`src/rtl/id_hazard_fwd_unit_if.sv`:
```
// Bundle for the ID-stage hazard/forwarding unit: operand request, write-back paths, control outputs.
// Purely combinational grouping; no storage and no timing of its own.
// No backpressure: stall/flush outputs are the only flow control toward the pipeline.
interface id_hazard_fwd_unit_if #(
  parameter int DATA_W = 32,
  parameter int ADDR_W = 5,
  parameter int CNT_W  = 32
);
  logic              id_valid_i;
  logic [ADDR_W-1:0] id_rs_addr_i;
  logic [ADDR_W-1:0] id_rt_addr_i;
  logic              id_rs_rena_i;
  logic              id_rt_rena_i;
  logic [DATA_W-1:0] rf_rs_data_i;
  logic [DATA_W-1:0] rf_rt_data_i;
  logic              ex_wena_i;
  logic [ADDR_W-1:0] ex_waddr_i;
  logic              ex_is_load_i;
  logic [DATA_W-1:0] ex_result_i;
  logic              mem_wena_i;
  logic [ADDR_W-1:0] mem_waddr_i;
  logic [DATA_W-1:0] mem_result_i;
  logic              wb_wena_i;
  logic [ADDR_W-1:0] wb_waddr_i;
  logic [DATA_W-1:0] wb_data_i;
  logic              branch_taken_i;
  logic [DATA_W-1:0] rs_data_o;
  logic [DATA_W-1:0] rt_data_o;
  logic              stall_o;
  logic              flush_o;
  logic              stall_err_o;
  logic [CNT_W-1:0]  stall_cycles_o;
  logic [CNT_W-1:0]  fwd_count_o;
  logic [CNT_W-1:0]  flush_count_o;

  // Pipeline side that feeds the unit and consumes its decisions.
  modport master (
    output id_valid_i, id_rs_addr_i, id_rt_addr_i, id_rs_rena_i, id_rt_rena_i,
           rf_rs_data_i, rf_rt_data_i, ex_wena_i, ex_waddr_i, ex_is_load_i, ex_result_i,
           mem_wena_i, mem_waddr_i, mem_result_i, wb_wena_i, wb_waddr_i, wb_data_i,
           branch_taken_i,
    input  rs_data_o, rt_data_o, stall_o, flush_o, stall_err_o,
           stall_cycles_o, fwd_count_o, flush_count_o
  );

  // The hazard/forwarding unit itself.
  modport slave (
    input  id_valid_i, id_rs_addr_i, id_rt_addr_i, id_rs_rena_i, id_rt_rena_i,
           rf_rs_data_i, rf_rt_data_i, ex_wena_i, ex_waddr_i, ex_is_load_i, ex_result_i,
           mem_wena_i, mem_waddr_i, mem_result_i, wb_wena_i, wb_waddr_i, wb_data_i,
           branch_taken_i,
    output rs_data_o, rt_data_o, stall_o, flush_o, stall_err_o,
           stall_cycles_o, fwd_count_o, flush_count_o
  );
endinterface

```
`src/rtl/id_hazard_fwd_unit.sv`:
```
// ID-stage operand forwarding, load-use / RAW stall, branch flush and stall watchdog.
// Latency: operands, stall and flush are combinational; watchdog and counters update at clk_i.
// Backpressure: stall_o holds PC and IF/ID; a stalled taken branch does not flush until it clears.
// Optional HAZARD_PERF_EN macro: when defined, stall/forward/flush performance counters are built.
module id_hazard_fwd_unit #(
  parameter int DATA_W    = 32,
  parameter int ADDR_W    = 5,
  parameter int FWD_MODE  = 1,
  parameter int MAX_STALL = 15,
  parameter int CNT_W     = 32
) (
  input  logic          clk_i,
  input  logic          rst_i,
  id_hazard_fwd_unit_if.slave bus
);

  typedef enum logic {RUN, STALL} state_t;
  typedef enum logic [1:0] {SEL_RF, SEL_EX, SEL_MEM, SEL_WB} sel_t;

  localparam int RUN_W = $clog2(MAX_STALL + 1);
  localparam logic [RUN_W-1:0] MAX_RUN = RUN_W'(MAX_STALL);

  logic ex_rs, ex_rt, mem_rs, mem_rt, wb_rs, wb_rt;
  sel_t rs_sel, rt_sel;
  logic stall, flush;

  state_t           state_q, state_d;
  logic [RUN_W-1:0] run_q, run_d;
  logic             err_q, err_d;

  // A match needs a read-enabled, non-zero source address hitting an enabled writer.
  assign ex_rs  = bus.id_rs_rena_i && (bus.id_rs_addr_i != '0) && bus.ex_wena_i  && (bus.ex_waddr_i  == bus.id_rs_addr_i);
  assign ex_rt  = bus.id_rt_rena_i && (bus.id_rt_addr_i != '0) && bus.ex_wena_i  && (bus.ex_waddr_i  == bus.id_rt_addr_i);
  assign mem_rs = bus.id_rs_rena_i && (bus.id_rs_addr_i != '0) && bus.mem_wena_i && (bus.mem_waddr_i == bus.id_rs_addr_i);
  assign mem_rt = bus.id_rt_rena_i && (bus.id_rt_addr_i != '0) && bus.mem_wena_i && (bus.mem_waddr_i == bus.id_rt_addr_i);
  assign wb_rs  = bus.id_rs_rena_i && (bus.id_rs_addr_i != '0) && bus.wb_wena_i  && (bus.wb_waddr_i  == bus.id_rs_addr_i);
  assign wb_rt  = bus.id_rt_rena_i && (bus.id_rt_addr_i != '0) && bus.wb_wena_i  && (bus.wb_waddr_i  == bus.id_rt_addr_i);

  // Operand source select: youngest writer wins; load results are not yet available in EX.
  always_comb begin
    rs_sel = SEL_RF;
    rt_sel = SEL_RF;
    if (FWD_MODE != 0) begin
      if (ex_rs && !bus.ex_is_load_i) rs_sel = SEL_EX;
      else if (mem_rs)                rs_sel = SEL_MEM;
      else if (wb_rs)                 rs_sel = SEL_WB;
      if (ex_rt && !bus.ex_is_load_i) rt_sel = SEL_EX;
      else if (mem_rt)                rt_sel = SEL_MEM;
      else if (wb_rt)                 rt_sel = SEL_WB;
    end else begin
      if (wb_rs) rs_sel = SEL_WB;
      if (wb_rt) rt_sel = SEL_WB;
    end
  end

  // Operand data muxes driven by the selects above.
  always_comb begin
    case (rs_sel)
      SEL_EX:  bus.rs_data_o = bus.ex_result_i;
      SEL_MEM: bus.rs_data_o = bus.mem_result_i;
      SEL_WB:  bus.rs_data_o = bus.wb_data_i;
      default: bus.rs_data_o = bus.rf_rs_data_i;
    endcase
    case (rt_sel)
      SEL_EX:  bus.rt_data_o = bus.ex_result_i;
      SEL_MEM: bus.rt_data_o = bus.mem_result_i;
      SEL_WB:  bus.rt_data_o = bus.wb_data_i;
      default: bus.rt_data_o = bus.rf_rt_data_i;
    endcase
  end

  // Stall on load-use with forwarding, or on any EX/MEM RAW in legacy mode; stall beats flush.
  always_comb begin
    stall = 1'b0;
    if (FWD_MODE != 0) stall = bus.id_valid_i && bus.ex_is_load_i && (ex_rs || ex_rt);
    else               stall = bus.id_valid_i && (ex_rs || ex_rt || mem_rs || mem_rt);
    flush = bus.id_valid_i && bus.branch_taken_i && !stall;
  end

  assign bus.stall_o     = stall;
  assign bus.flush_o     = flush;
  assign bus.stall_err_o = err_q;

  // Watchdog FSM next state: count consecutive stall cycles, saturate, latch the error.
  always_comb begin
    state_d = state_q;
    run_d   = run_q;
    err_d   = err_q;
    case (state_q)
      RUN:   if (stall)  state_d = STALL;
      STALL: if (!stall) state_d = RUN;
    endcase
    if (stall) run_d = (run_q == MAX_RUN) ? run_q : run_q + 1'b1;
    else       run_d = '0;
    if (stall && (run_d == MAX_RUN)) err_d = 1'b1;
  end

  // Watchdog FSM state registers.
  always_ff @(posedge clk_i or negedge rst_i) begin
    if (!rst_i) begin
      state_q <= RUN;
      run_q   <= '0;
      err_q   <= 1'b0;
    end else begin
      state_q <= state_d;
      run_q   <= run_d;
      err_q   <= err_d;
    end
  end

`ifdef HAZARD_PERF_EN
  logic [CNT_W-1:0] stall_cnt_q, fwd_cnt_q, flush_cnt_q;
  logic [1:0]       fwd_inc;

  // Operands actually delivered from a bypass path this cycle (only when ID advances).
  always_comb begin
    fwd_inc = 2'd0;
    if (bus.id_valid_i && !stall)
      fwd_inc = {1'b0, rs_sel != SEL_RF} + {1'b0, rt_sel != SEL_RF};
  end

  // Free-running wrap-around performance counters.
  always_ff @(posedge clk_i or negedge rst_i) begin
    if (!rst_i) begin
      stall_cnt_q <= '0;
      fwd_cnt_q   <= '0;
      flush_cnt_q <= '0;
    end else begin
      stall_cnt_q <= stall_cnt_q + CNT_W'(stall);
      fwd_cnt_q   <= fwd_cnt_q + CNT_W'(fwd_inc);
      flush_cnt_q <= flush_cnt_q + CNT_W'(flush);
    end
  end

  assign bus.stall_cycles_o = stall_cnt_q;
  assign bus.fwd_count_o    = fwd_cnt_q;
  assign bus.flush_count_o  = flush_cnt_q;
`else
  assign bus.stall_cycles_o = '0;
  assign bus.fwd_count_o    = '0;
  assign bus.flush_count_o  = '0;
`endif

endmodule

```
`src/flat_wrapper.sv`:
```
// flat-port wrapper written by rule: the top's interface ports become plain ports
module id_hazard_fwd_unit_flat 
#(
  parameter int DATA_W    = 32,
  parameter int ADDR_W    = 5,
  parameter int FWD_MODE  = 1,
  parameter int MAX_STALL = 15,
  parameter int CNT_W     = 32
)
  (clk_i, rst_i, bus_id_valid_i, bus_id_rs_addr_i, bus_id_rt_addr_i, bus_id_rs_rena_i, bus_id_rt_rena_i, bus_rf_rs_data_i, bus_rf_rt_data_i, bus_ex_wena_i, bus_ex_waddr_i, bus_ex_is_load_i, bus_ex_result_i, bus_mem_wena_i, bus_mem_waddr_i, bus_mem_result_i, bus_wb_wena_i, bus_wb_waddr_i, bus_wb_data_i, bus_branch_taken_i, bus_rs_data_o, bus_rt_data_o, bus_stall_o, bus_flush_o, bus_stall_err_o, bus_stall_cycles_o, bus_fwd_count_o, bus_flush_count_o);
  id_hazard_fwd_unit_if #(.DATA_W(DATA_W), .ADDR_W(ADDR_W), .CNT_W(CNT_W)) bus_i ();
  input  logic clk_i;
  input  logic rst_i;
  input wire logic [$bits(bus_i.id_valid_i)-1:0] bus_id_valid_i;
  input wire logic [$bits(bus_i.id_rs_addr_i)-1:0] bus_id_rs_addr_i;
  input wire logic [$bits(bus_i.id_rt_addr_i)-1:0] bus_id_rt_addr_i;
  input wire logic [$bits(bus_i.id_rs_rena_i)-1:0] bus_id_rs_rena_i;
  input wire logic [$bits(bus_i.id_rt_rena_i)-1:0] bus_id_rt_rena_i;
  input wire logic [$bits(bus_i.rf_rs_data_i)-1:0] bus_rf_rs_data_i;
  input wire logic [$bits(bus_i.rf_rt_data_i)-1:0] bus_rf_rt_data_i;
  input wire logic [$bits(bus_i.ex_wena_i)-1:0] bus_ex_wena_i;
  input wire logic [$bits(bus_i.ex_waddr_i)-1:0] bus_ex_waddr_i;
  input wire logic [$bits(bus_i.ex_is_load_i)-1:0] bus_ex_is_load_i;
  input wire logic [$bits(bus_i.ex_result_i)-1:0] bus_ex_result_i;
  input wire logic [$bits(bus_i.mem_wena_i)-1:0] bus_mem_wena_i;
  input wire logic [$bits(bus_i.mem_waddr_i)-1:0] bus_mem_waddr_i;
  input wire logic [$bits(bus_i.mem_result_i)-1:0] bus_mem_result_i;
  input wire logic [$bits(bus_i.wb_wena_i)-1:0] bus_wb_wena_i;
  input wire logic [$bits(bus_i.wb_waddr_i)-1:0] bus_wb_waddr_i;
  input wire logic [$bits(bus_i.wb_data_i)-1:0] bus_wb_data_i;
  input wire logic [$bits(bus_i.branch_taken_i)-1:0] bus_branch_taken_i;
  output wire logic [$bits(bus_i.rs_data_o)-1:0] bus_rs_data_o;
  output wire logic [$bits(bus_i.rt_data_o)-1:0] bus_rt_data_o;
  output wire logic [$bits(bus_i.stall_o)-1:0] bus_stall_o;
  output wire logic [$bits(bus_i.flush_o)-1:0] bus_flush_o;
  output wire logic [$bits(bus_i.stall_err_o)-1:0] bus_stall_err_o;
  output wire logic [$bits(bus_i.stall_cycles_o)-1:0] bus_stall_cycles_o;
  output wire logic [$bits(bus_i.fwd_count_o)-1:0] bus_fwd_count_o;
  output wire logic [$bits(bus_i.flush_count_o)-1:0] bus_flush_count_o;
  assign bus_i.id_valid_i = bus_id_valid_i;
  assign bus_i.id_rs_addr_i = bus_id_rs_addr_i;
  assign bus_i.id_rt_addr_i = bus_id_rt_addr_i;
  assign bus_i.id_rs_rena_i = bus_id_rs_rena_i;
  assign bus_i.id_rt_rena_i = bus_id_rt_rena_i;
  assign bus_i.rf_rs_data_i = bus_rf_rs_data_i;
  assign bus_i.rf_rt_data_i = bus_rf_rt_data_i;
  assign bus_i.ex_wena_i = bus_ex_wena_i;
  assign bus_i.ex_waddr_i = bus_ex_waddr_i;
  assign bus_i.ex_is_load_i = bus_ex_is_load_i;
  assign bus_i.ex_result_i = bus_ex_result_i;
  assign bus_i.mem_wena_i = bus_mem_wena_i;
  assign bus_i.mem_waddr_i = bus_mem_waddr_i;
  assign bus_i.mem_result_i = bus_mem_result_i;
  assign bus_i.wb_wena_i = bus_wb_wena_i;
  assign bus_i.wb_waddr_i = bus_wb_waddr_i;
  assign bus_i.wb_data_i = bus_wb_data_i;
  assign bus_i.branch_taken_i = bus_branch_taken_i;
  assign bus_rs_data_o = bus_i.rs_data_o;
  assign bus_rt_data_o = bus_i.rt_data_o;
  assign bus_stall_o = bus_i.stall_o;
  assign bus_flush_o = bus_i.flush_o;
  assign bus_stall_err_o = bus_i.stall_err_o;
  assign bus_stall_cycles_o = bus_i.stall_cycles_o;
  assign bus_fwd_count_o = bus_i.fwd_count_o;
  assign bus_flush_count_o = bus_i.flush_count_o;
  id_hazard_fwd_unit #(.DATA_W(DATA_W), .ADDR_W(ADDR_W), .FWD_MODE(FWD_MODE), .MAX_STALL(MAX_STALL), .CNT_W(CNT_W)) u_core (.clk_i(clk_i), .rst_i(rst_i), .bus(bus_i));
endmodule
```
`config.mk`:
```
export PLATFORM = sky130hd
export DESIGN_NAME = id_hazard_fwd_unit_flat
export DESIGN_NICKNAME = d
export VERILOG_FILES = /design/src/rtl/id_hazard_fwd_unit_if.sv /design/src/rtl/id_hazard_fwd_unit.sv /design/src/flat_wrapper.sv
export SDC_FILE = /design/constraint.sdc
export NUM_CORES = 1
export LEC_CHECK = 0
export BUFFER_PORTS_ARGS = -buffer_cell sky130_fd_sc_hd__buf_4
export CELL_PAD_IN_SITES_DETAIL_PLACEMENT = 1
export CELL_PAD_IN_SITES_GLOBAL_PLACEMENT = 2
export CORE_AREA = 2 2 153 155
export DETAILED_ROUTE_END_ITERATION = 6
export DIE_AREA = 0 0 155 157
export PLACE_DENSITY = 0.8
export SETUP_SLACK_MARGIN = 0.1
export SYNTH_ARGS = -nofsm -noshare
export SYNTH_HDL_FRONTEND = slang
export SYNTH_SLANG_ARGS = --single-unit
```
`constraint.sdc`:
```
create_clock -name clk_i -period 2.2 [get_ports clk_i]
set_input_delay 0.22 -clock clk_i [delete_from_list [all_inputs] [get_ports clk_i]]
set_output_delay 0.22 -clock clk_i [all_outputs]
set_load 0.01 [all_outputs]
```
==> metrics.yaml <==
placed_design:
  portBuffers: 261
  dpl.hpwl_mm: 17.0
  dp.cells: 1142
  place_congestion: 0.808
  postPlaceCellArea_um2: 6700
critical_path:
  crit_slowest_cell: "or4_4"
  worstSetupStartpointType: "input pin"
  cp_max_fo: 8
  cp_common_cell: "a221oi_4"
  slowest_delay_ns: 0.55
  path_cells: "buf_8, or4_4, o21a_1, and3_4, a221oi_4, buf_12, buf_16, a221oi_4, buf_4"
  cp.required_ns: 1.98
  crit_arrival_ns: 2.18
  cp_top_family: "simple AND/OR/NAND/NOR gates"
  crit_type: "in2out"
  cp.buffers_inverters: 4
  end_kind: "output port"
timing:
  hold_ws_ns: 0.335
  fin_skew_ns: 0.00102
  drv_slew: 0
  period_share_pct: 109
  hold_viol_final: 0
  worst_slack_ns: -0.196
  clock.fmax_mhz: 417
  fin_crit_ns: 2.40
  setup_viol: 64
  rsz0062_at_grt: "true"
floorplan:
  core-area_um2: 22500
  die_h_um: 157
  num_rows: 55
  ios: 358
  die_area_um2: 24300
  start_util_pct: 18.8
  die-width_um: 155
grt:
  antenna_found_initial: 0
  grt_pass1_wl_mm: 31.9
  grt_pass1_vias: 5342
  gr-usage-all-layers_pct: 16.7
  globalRouteOverflowTotal: 0
  grt_max_degree: 65
routing:
  wl_per_cell_um: 19.7
  ant_nets: 0
  routed-via-count: 5448
  drc: 0
  wl_mm: 23.0
  drt_iter0_drc: 226
  dr.pass1.iters: 4
  via_per_inst: 4.67
worst_hold_path:
  hp-class: "in2async"
clock_network:
  clock_path_buffers: 2
  clock_tree.root_cell: "clkbuf_16"
  clk_pin_slew_ns: 0.03
  cts_sinks: 5
  cts_buffers: 3
  cts_max_level: 1
  worst_skew_pair.late_latency_ns: 0.22
  cts_tree: "built"
status:
  violations: "negative setup slack"
  outcome: "complete, but fails checks"
cells_and_area:
  fin_cells: 1167
  regArea_um2: 125
  area_growth_syn_to_layout_pct: 78.4
  nNetsFinal: 1079
  antennaDiodeCount: 0
  multi_input_area_um2: 3790
  stdcell_area_um2: 7550
  drive_gt1_share_pct: 48.8
  fillCellCount: 2736
  fin_util_pct: 33.6
synth:
  synth_cell_types: 39
  yosysWarnings: 0
  yosysSeqAreaShare_pct: 2.96
  avgSynthCellArea_um2: 7.05
  syn_area_um2: 4230
  synth-seq-cells: 5
  syn_inst: 600
job:
  max_cap_viol_count: 0
pwr:
  ir_drop_mv: 0.197
  p_leak_uw: 0.00356
  p_per_area_nw_per_um2: 224
-- placed cells by master (no fill, tap or decap), types with 3 or more instances in the layout --
cell type,synthesis,layout
buf_6,3,11
buf_4,96,295
xor2_1,15,11
nand2_1,7,6
buf_12,0,14
buf_8,0,3
dfrtp_1,5,5
nand4_1,68,68
conb_1,1,96
a221oi_4,1,14
nor2_1,72,69
nor2_4,0,3
xor2_2,0,3
xnor2_2,0,3
nand3_1,4,4
xnor2_1,16,13
mux2i_1,65,64
a221oi_2,30,50
inv_1,69,68
nor3_2,0,4
nor4_4,1,3
clkbuf_16,0,7
buf_16,0,6
nor4_1,35,32
-- power breakdown --
group	total, uW	internal (uW)	switching [uW]
registers	93.0	92.8	0.250
clock network	295	240	55.3
logic	1300	634	670
-- synthesized netlist by cell type, drive strengths merged --
cell     instances  area (um^2)
and2             1         6.26
buf            113          821
o21bai           1         7.51
xor2            15          131
o31ai            1         7.51
o221a            1         11.3
or4              2         18.8
nor4            36          240
and3b            1         8.76
nor3             6         30.0
and4             1         8.76
clkbuf          38          143
xnor2           16          140
inv             69          259
dfrtp            5          125
ha               1         12.5
nor4bb           2         20.0
conb             1         3.75
o2111ai          1         8.76
a311oi           1         8.76
mux2i           65          651
and3             3         23.8
o21ai            1         8.76
nor3b            1         7.51
nand2            7         26.3
o21a             1         7.51
nand3            4         20.0
nand4           68          425
a31oi            1         6.26
nor2            72          270
a221oi          65          775
-- stage by stage --
| stage | power [uW] | TNS, ns | setup slack, ns |
|---|---|---|---|
| 4_1_cts | 1620 | -9.07 | -0.196 |
| 6_report | 1690 | -9.23 | -0.196 |
| 3_3_place_gp | 1260 | -13.56 | -0.415 |
| 2_1_floorplan | 741 | 0 | 0.0976 |
| 3_5_place_dp | 1270 | -13.52 | -0.417 |
| 5_1_grt | 1790 | -13.61 | -0.282 |
-- routing by layer --
layer  global-route usage (%)  part of all wire (%)
met5                        0                     0
met1                     21.5                    43
met4                    0.838                  0.82
met3                     1.10                   5.2
met2                     31.8                    51
-- sequential cells by signal, indices dropped and copies added, names as in the netlist --
| register | cells |
|---|---|
| u_core.run_q | 4 |
| u_core.bus.stall_err_o | 1 |
-- repair_timing --
item                                   in CTS  in global routing
setup endpoints to repair                  65                 65
endpoints found under the hold margin       5                  0
gates resized for setup                    31                 35
buffers inserted                            8                  3
cloned                                      5                  4
hold buffers                                1                  0
pin swaps                                  20                 53
-- logic make-up after synthesis --
group           after synthesis  share of synthesized area (%)
buf+inv                     220                           28.9
simple gates                204                           26.1
compound gates               73                           19.9
mux                          65                           15.4
xor+xnor                     31                           6.41
flops                         5                           2.96
fa+ha+maj                     1                          0.296
other cells                   1                         0.0886
-- cell type report --
cell class / count / share of cell area [%]
clock buffers: 4 / 1.04
repair buffers: 334 / 38.9
flip-flops and latches: 5 / 1.66
multi-input cells: 470 / 50.2
inverters: 69 / 3.43
well taps: 285 / 4.72
-- worst paths after layout --
| kind | cells past startpoint | end | from | slack (ns) |
|---|---|---|---|---|
| hold / removal | 2 | u_core.run_q[2] | rst_i | 0.34 |
| setup reg to reg | 4 | u_core.bus.stall_err_o | u_core.run_q[0] | 0.74 |
| setup / recovery | 9 | bus_rs_data_o[29] | bus_id_rs_addr_i[1] | -0.20 |
| max in group asynchronous | 2 | u_core.run_q[3] | rst_i | 1.76 |
| hold reg to reg | 1 | u_core.bus.stall_err_o | u_core.bus.stall_err_o | 0.47 |
| min in group clk_i | 1 | u_core.bus.stall_err_o | u_core.bus.stall_err_o | 0.47 |
No activity file was read; power rests on OpenSTA's default activity.
